--- config.mk ---
export PLATFORM = sky130hd
export DESIGN_NAME = mandel_scheduler
export DESIGN_NICKNAME = d
export VERILOG_FILES = /design/src/rtl/mandel_pkg.sv /design/src/rtl/rr_arbiter.sv /design/src/rtl/mandel_scheduler.sv
export SDC_FILE = /design/constraint.sdc
export NUM_CORES = 1
export LEC_CHECK = 0
export BUFFER_PORTS_ARGS = -buffer_cell sky130_fd_sc_hd__buf_2
export CORE_ASPECT_RATIO = 0.5
export CORE_MARGIN = 3
export CORE_UTILIZATION = 39
export CTS_CLUSTER_DIAMETER = 80
export DETAILED_ROUTE_END_ITERATION = 10
export SYNTH_ARGS = -nofsm -noshare
export SYNTH_HDL_FRONTEND = slang
export SYNTH_SLANG_ARGS = --single-unit
--- constraint.sdc ---
create_clock -name clk -period 3.08 [get_ports clk]
set_clock_uncertainty 0.2 [all_clocks]
set_input_delay 0.616 -clock clk [delete_from_list [all_inputs] [get_ports clk]]
set_output_delay 0.616 -clock clk [all_outputs]
set_load 0.02 [all_outputs]
--- src/rtl/mandel_pkg.sv ---
// Shared constants and FSM state encoding for the Mandelbrot frame scheduler.
package mandel_pkg;

  localparam int FIX_W    = 27;
  localparam int FRAC_W   = 23;
  localparam int ITER_MAX = 1000;
  localparam int ITER_W   = $clog2(ITER_MAX) + 1;

  typedef enum logic [1:0] {
    IDLE  = 2'd0,
    RUN   = 2'd1,
    DRAIN = 2'd2
  } state_t;

endpackage

--- src/rtl/rr_arbiter.sv ---
// N-way round-robin arbiter, one-hot grant in the same cycle as req.
// Priority starts just after the last accepted grant; the pointer only moves when accept is high.
module rr_arbiter #(
  parameter int N = 4
) (
  input  logic         clk,
  input  logic         reset,
  input  logic [N-1:0] req,
  input  logic         accept,
  output logic [N-1:0] grant
);

  localparam int PW = (N > 1) ? $clog2(N) : 1;

  logic [PW-1:0] last;
  logic [PW-1:0] pick;
  logic [PW-1:0] idx;
  logic          found;

  always_comb begin
    grant = '0;
    pick  = last;
    idx   = '0;
    found = 1'b0;
    for (int i = 1; i <= N; i++) begin
      idx = PW'((int'(last) + i) % N);
      if (!found && req[idx]) begin
        found      = 1'b1;
        grant[idx] = 1'b1;
        pick       = idx;
      end
    end
  end

  // Reset pointer to the top lane so lane 0 has first priority.
  always_ff @(posedge clk) begin
    if (reset) begin
      last <= PW'(N - 1);
    end else if (accept && found) begin
      last <= pick;
    end
  end

endmodule

--- src/rtl/mandel_scheduler.sv ---
// Raster-order pixel dispatcher over N_LANES iterator lanes; dispatch and collection are same-cycle
// combinational handshakes, results stall in their lanes while wr_rdy is low.
module mandel_scheduler
  import mandel_pkg::*;
#(
  parameter int N_LANES = 4,
  parameter int H_RES   = 640,
  parameter int V_RES   = 480,
  parameter int ADDR_W  = 19,
  parameter int ITER_W  = mandel_pkg::ITER_W
) (
  input  logic                        clk,
  input  logic                        reset,
  input  logic                        start,
  input  logic [FIX_W-1:0]            x_start,
  input  logic [FIX_W-1:0]            y_start,
  input  logic [FIX_W-1:0]            dx,
  input  logic [FIX_W-1:0]            dy,
  output logic                        busy,
  output logic                        done,
  output logic [N_LANES-1:0]          lane_in_val,
  output logic [FIX_W*N_LANES-1:0]    lane_c_r,
  output logic [FIX_W*N_LANES-1:0]    lane_c_i,
  input  logic [N_LANES-1:0]          lane_in_rdy,
  input  logic [N_LANES-1:0]          lane_out_val,
  input  logic [ITER_W*N_LANES-1:0]   lane_iter_count,
  output logic [N_LANES-1:0]          lane_out_rdy,
  output logic                        wr_en,
  output logic [ADDR_W-1:0]           wr_addr,
  output logic [ITER_W-1:0]           wr_data,
  input  logic                        wr_rdy
);

  state_t             state;
  logic [FIX_W-1:0]   x_start_q, dx_q, dy_q;
  logic [FIX_W-1:0]   cur_r, cur_i;
  logic [ADDR_W-1:0]  x, y, addr;
  logic [N_LANES-1:0] lane_busy;
  logic [ADDR_W-1:0]  tag [N_LANES];
  logic [N_LANES-1:0] disp, req, grant, collect;
  logic               disp_found;
  logic               row_end, last_pix;

  assign row_end  = (x == ADDR_W'(H_RES - 1));
  assign last_pix = row_end && (y == ADDR_W'(V_RES - 1));

  // Lowest free lane wins; a lane collected this cycle is still marked busy until the edge.
  always_comb begin
    disp       = '0;
    disp_found = 1'b0;
    if (state == RUN) begin
      for (int k = 0; k < N_LANES; k++) begin
        if (!disp_found && lane_in_rdy[k] && !lane_busy[k]) begin
          disp[k]    = 1'b1;
          disp_found = 1'b1;
        end
      end
    end
  end

  assign lane_in_val = disp;

  always_comb begin
    lane_c_r = '0;
    lane_c_i = '0;
    for (int k = 0; k < N_LANES; k++) begin
      if (disp[k]) begin
        lane_c_r[FIX_W*k +: FIX_W] = cur_r;
        lane_c_i[FIX_W*k +: FIX_W] = cur_i;
      end
    end
  end

  assign req = lane_out_val & lane_busy;

  rr_arbiter #(
    .N(N_LANES)
  ) u_collect_arb (
    .clk    (clk),
    .reset  (reset),
    .req    (req),
    .accept (wr_rdy),
    .grant  (grant)
  );

  assign collect      = wr_rdy ? grant : '0;
  assign lane_out_rdy = collect;
  assign wr_en        = |collect;

  always_comb begin
    wr_addr = '0;
    wr_data = '0;
    for (int j = 0; j < N_LANES; j++) begin
      if (collect[j]) begin
        wr_addr = tag[j];
        wr_data = lane_iter_count[ITER_W*j +: ITER_W];
      end
    end
  end

  always_ff @(posedge clk) begin
    if (reset) begin
      state     <= IDLE;
      busy      <= 1'b0;
      done      <= 1'b0;
      lane_busy <= '0;
      x_start_q <= '0;
      dx_q      <= '0;
      dy_q      <= '0;
      cur_r     <= '0;
      cur_i     <= '0;
      x         <= '0;
      y         <= '0;
      addr      <= '0;
      for (int k = 0; k < N_LANES; k++) tag[k] <= '0;
    end else begin
      done      <= 1'b0;
      lane_busy <= (lane_busy & ~collect) | disp;
      for (int k = 0; k < N_LANES; k++) begin
        if (disp[k]) tag[k] <= addr;
      end
      case (state)
        IDLE: begin
          if (start) begin
            x_start_q <= x_start;
            dx_q      <= dx;
            dy_q      <= dy;
            cur_r     <= x_start;
            cur_i     <= y_start;
            x         <= '0;
            y         <= '0;
            addr      <= '0;
            busy      <= 1'b1;
            state     <= RUN;
          end
        end
        RUN: begin
          if (disp_found) begin
            addr <= addr + ADDR_W'(1);
            // Imaginary part walks downward one row at a time.
            if (row_end) begin
              x     <= '0;
              y     <= y + ADDR_W'(1);
              cur_r <= x_start_q;
              cur_i <= cur_i - dy_q;
            end else begin
              x     <= x + ADDR_W'(1);
              cur_r <= cur_r + dx_q;
            end
            if (last_pix) state <= DRAIN;
          end
        end
        DRAIN: begin
          if ((lane_busy & ~collect) == '0) begin
            state <= IDLE;
            busy  <= 1'b0;
            done  <= 1'b1;
          end
        end
        default: state <= IDLE;
      endcase
    end
  end

endmodule

==> impl_metrics.env <==
export IMPL_status="finished with violations"
export IMPL_violations="setup timing"
export IMPL_clk_pin_slew_ps=70
export IMPL_synth_most_common_cell="nand2_1"
export IMPL_synth_warnings=0
export IMPL_synth_edff_count=76
export IMPL_gp_congestion=0.9259
export IMPL_route_detailed_drc=0
export IMPL_synthArstFlopShare_pct=0
export IMPL_synthTopCellsByCount="286 x nand2_1, 202 x dfxtp_1, 183 x and2_1, 161 x nor2_1, 152 x a21oi_1"
export IMPL_cp_max_fo=11
export IMPL_gr_total_overflow=0
export IMPL_synth_cell_types=80
export IMPL_port_buffers=420
export IMPL_area_growth_pct=39.17
export IMPL_design_area_um2=22890
export IMPL_r2r_start="u_collect_arb.last[0]$_SDFFE_PP1P_"
export IMPL_seq_area_frac_synth_pct=38.46
export IMPL_yosysTopAreaCellShare_pct=24.59
export IMPL_fmaxAchievable_ghz=0.2366
export IMPL_antenna_found_initial=2
export IMPL_dieWidth_um=296.4
export IMPL_grt_max_degree=64
export IMPL_cp_start_kind="register"
export IMPL_power_density_nw_per_um2=427.1
export IMPL_placed_area_um2=20640
export IMPL_setup_violations=38
export IMPL_netlist_area_um2=16450
export IMPL_setup_worst_path_class="reg2out"
export IMPL_routed_wl_mm=57.16
export IMPL_rsz0062_at_grt="true"
export IMPL_period_needed_ps=4227
export IMPL_drive_gt1_share_pct=33.29
export IMPL_cap_viol_max_count=0
export IMPL_cts_sinks=278
export IMPL_coreArea_um2=40990
export IMPL_hp_start="dx[12]"
export IMPL_num_io_pins=421
export IMPL_wl_per_cell_um=18.41
export IMPL_cp_num_buf_inv=5
export IMPL_startpoint="u_collect_arb.last[0]$_SDFFE_PP1P_"
export IMPL_dp_hpwl_mm=40.18
export IMPL_synth_area_per_cell_um2=8.195
export IMPL_hold_viol_final=0
export IMPL_ant_nets=0
export IMPL_nNetsFinal=2773
export IMPL_vias=16450
export IMPL_irDropWorstVdd_uv=406.2
export IMPL_worstPathRequired_ps=2260
export IMPL_hp_class="in2reg"
export IMPL_grt_pass1_vias=15350
export IMPL_slew_violations=0
export IMPL_track_usage_pct=24.31
export IMPL_cts_root_buf="clkbuf_16"
export IMPL_crit_chain="mux4_2, a21boi_4, a222oi_1, buf_4, buf_6, a21boi_4, buf_4, buf_12, a221oi_2, o31ai_4, buf_6"
export IMPL_first_iter_violations=1161
export IMPL_synth_flop_cell="dfxtp_1"
export IMPL_yosys_area_top_type="dfxtp_1"
export IMPL_fin_hold_ws_ps=94.31
export IMPL_die_h_um=151.2
export IMPL_relSlewSlack_pct=56.56
export IMPL_worstMarginPinSlew_ps=651.7
export IMPL_dieArea_um2=44820
export IMPL_final_setup_tns_ps=-37630
export IMPL_ys_ff_latch=278
export IMPL_slowest_delay_ps=520
export IMPL_grt_pass1_wl_mm=87.31
export IMPL_synth_cells=2007
export IMPL_critPathCaptureType="output port"
export IMPL_fillers=3821
export IMPL_cp_top_family="compound AO/OA/AOI/OAI gates"
export IMPL_drt_vias_per_instance=5.298
export IMPL_synth_nets=2236
export IMPL_clock_path_buffers=3
export IMPL_leakage_uw=0.01051
export IMPL_cts_tree="built"
export IMPL_initial_core_util_pct=40.13
export IMPL_synth_area_leaders="dfxtp_1 25%, edfxtp_1 14%, and2_1 7.0%"
export IMPL_dr_pass1_iters=6
export IMPL_insertion_delay_ps=560
export IMPL_finalCritPeriodShare_pct=137.2
export IMPL_arrival_ps=3410
export IMPL_utilization_pct=55.85
export IMPL_power_total_uw=9776
export IMPL_setup_ws_ps=-1147
export IMPL_h_tree_depth=1
export IMPL_cts_buffers_inserted=26
export IMPL_critPathSlowestCell="mux4_2"
export IMPL_core_rowCount=52
[per-layer routing]
| metal | vias to the layer above | share of wire, % | track usage (%) |
|---|---|---|---|
| met5 | - | 0 | 0 |
| met4 | 0 | 1.3 | 4.142 |
| met3 | 52 | 3.8 | 2.872 |
| met2 | 332 | 47 | 40.62 |
| met1 | 7891 | 47 | 34.32 |
| li1 | 8176 | - | - |
[cell families (layout without fill, tap and decap cells)]
kind of cell | after synthesis | count (layout) | synth area share [%]
compound gates | 437 | 437 | 17.88
other cells | 0 | 3 | 0
xor+xnor | 73 | 73 | 3.887
simple gates | 960 | 962 | 29.58
flops | 278 | 278 | 38.46
buf+inv | 184 | 737 | 4.382
mux | 10 | 10 | 0.7683
fa+ha+maj | 65 | 65 | 5.036
[flip-flops by register name, summed over array words and instances, names as in the netlist]
signal	flops
cur_i	27
x_start_q	27
tag	76
cur_r	27
addr	19
lane_busy	4
y	19
x	19
state	2
dy_q	27
u_collect_arb.last	2
done	1
busy	1
dx_q	27
[worst reg2reg max path, cell delays in order, from the launching register on]
cell	delay (ps)
dfxtp_4	400
inv_4	60
ha_4	240
a2111o_1	440
a21boi_4	210
a222oi_1	150
buf_4	170
buf_6	110
a21boi_4	240
clkbuf_16	190
buf_12	120
nand2b_1	150
nand4_1	200
nor3b_2	230
nor2b_1	140
[timing repair]
action | 4_1_cts | 5_1_grt
setup buffers | 26 | 11
setup endpoints to repair | 128 | 143
pin swaps | 16 | 29
hold buffers | 0 | 0
cloned | 5 | 2
gates resized for setup | 125 | 116
[power by group]
| group | total, µW | switching, µW | leakage [µW] | internal (µW) |
|---|---|---|---|---|
| clock | 3300 | 1450 | 0.000420 | 1850 |
| combinational | 2390 | 1330 | 0.00764 | 1050 |
| sequential | 4090 | 146 | 0.00245 | 3940 |
| total | 9780 | 2930 | 0.0105 | 6850 |
[metrics by stage]
stage,worst slack [ps],cells
2_1_floorplan,-416.2,2007
4_1_cts,-1012,3091
6_report,-1147,3105
3_3_place_gp,-748.5,3016
5_1_grt,-1208,3104
3_5_place_dp,-796.3,3016
[placed cells by master (no fill, tap or decap), types with 11 or more instances in the layout]
cell / n
buf_2: 369
nand2_1: 279
buf_4: 197
dfxtp_1: 189
and2_1: 171
nor2_1: 158
a21oi_1: 148
and3_1: 115
edfxtp_1: 76
ha_1: 56
xor2_1: 50
inv_1: 47
o21ai_0: 45
buf_6: 45
nand3_1: 41
nor3_1: 38
nor2b_1: 34
a211oi_1: 34
clkbuf_16: 28
a221oi_2: 25
xnor2_1: 23
buf_12: 22
a221oi_1: 20
o21a_1: 20
o31ai_4: 19
a21o_1: 17
nand4_1: 17
or3_1: 15
and2_4: 13
nand2b_1: 13
o31ai_2: 12
o211ai_1: 11
[worst paths after layout]
check             depth (start not counted)                     to  slack [ps]
hold reg to reg                           2  dy_q[24]$_SDFFE_PP0P_         250
setup reg to reg                         14        done$_SDFF_PP0_        -250
hold / removal                            3  dx_q[12]$_SDFFE_PP0P_          90
setup / recovery                         11            wr_addr[18]       -1150
[layout make-up]
| cell class | instances | area (µm²) | area share, % |
|---|---|---|---|
| Inverter | 52 | 201.4 | 0.8800 |
| Sequential cell | 278 | 6352 | 27.75 |
| Antenna cell | 3 | 7.507 | 0.03280 |
| Clock inverter | 6 | 61.31 | 0.2678 |
| Multi-Input combinational cell | 1547 | 10400 | 45.43 |
| Clock buffer | 40 | 794.5 | 3.471 |
| Tap cell | 540 | 675.6 | 2.952 |
| Timing Repair Buffer | 639 | 4398 | 19.21 |
Power figures use the tool's default switching activity.
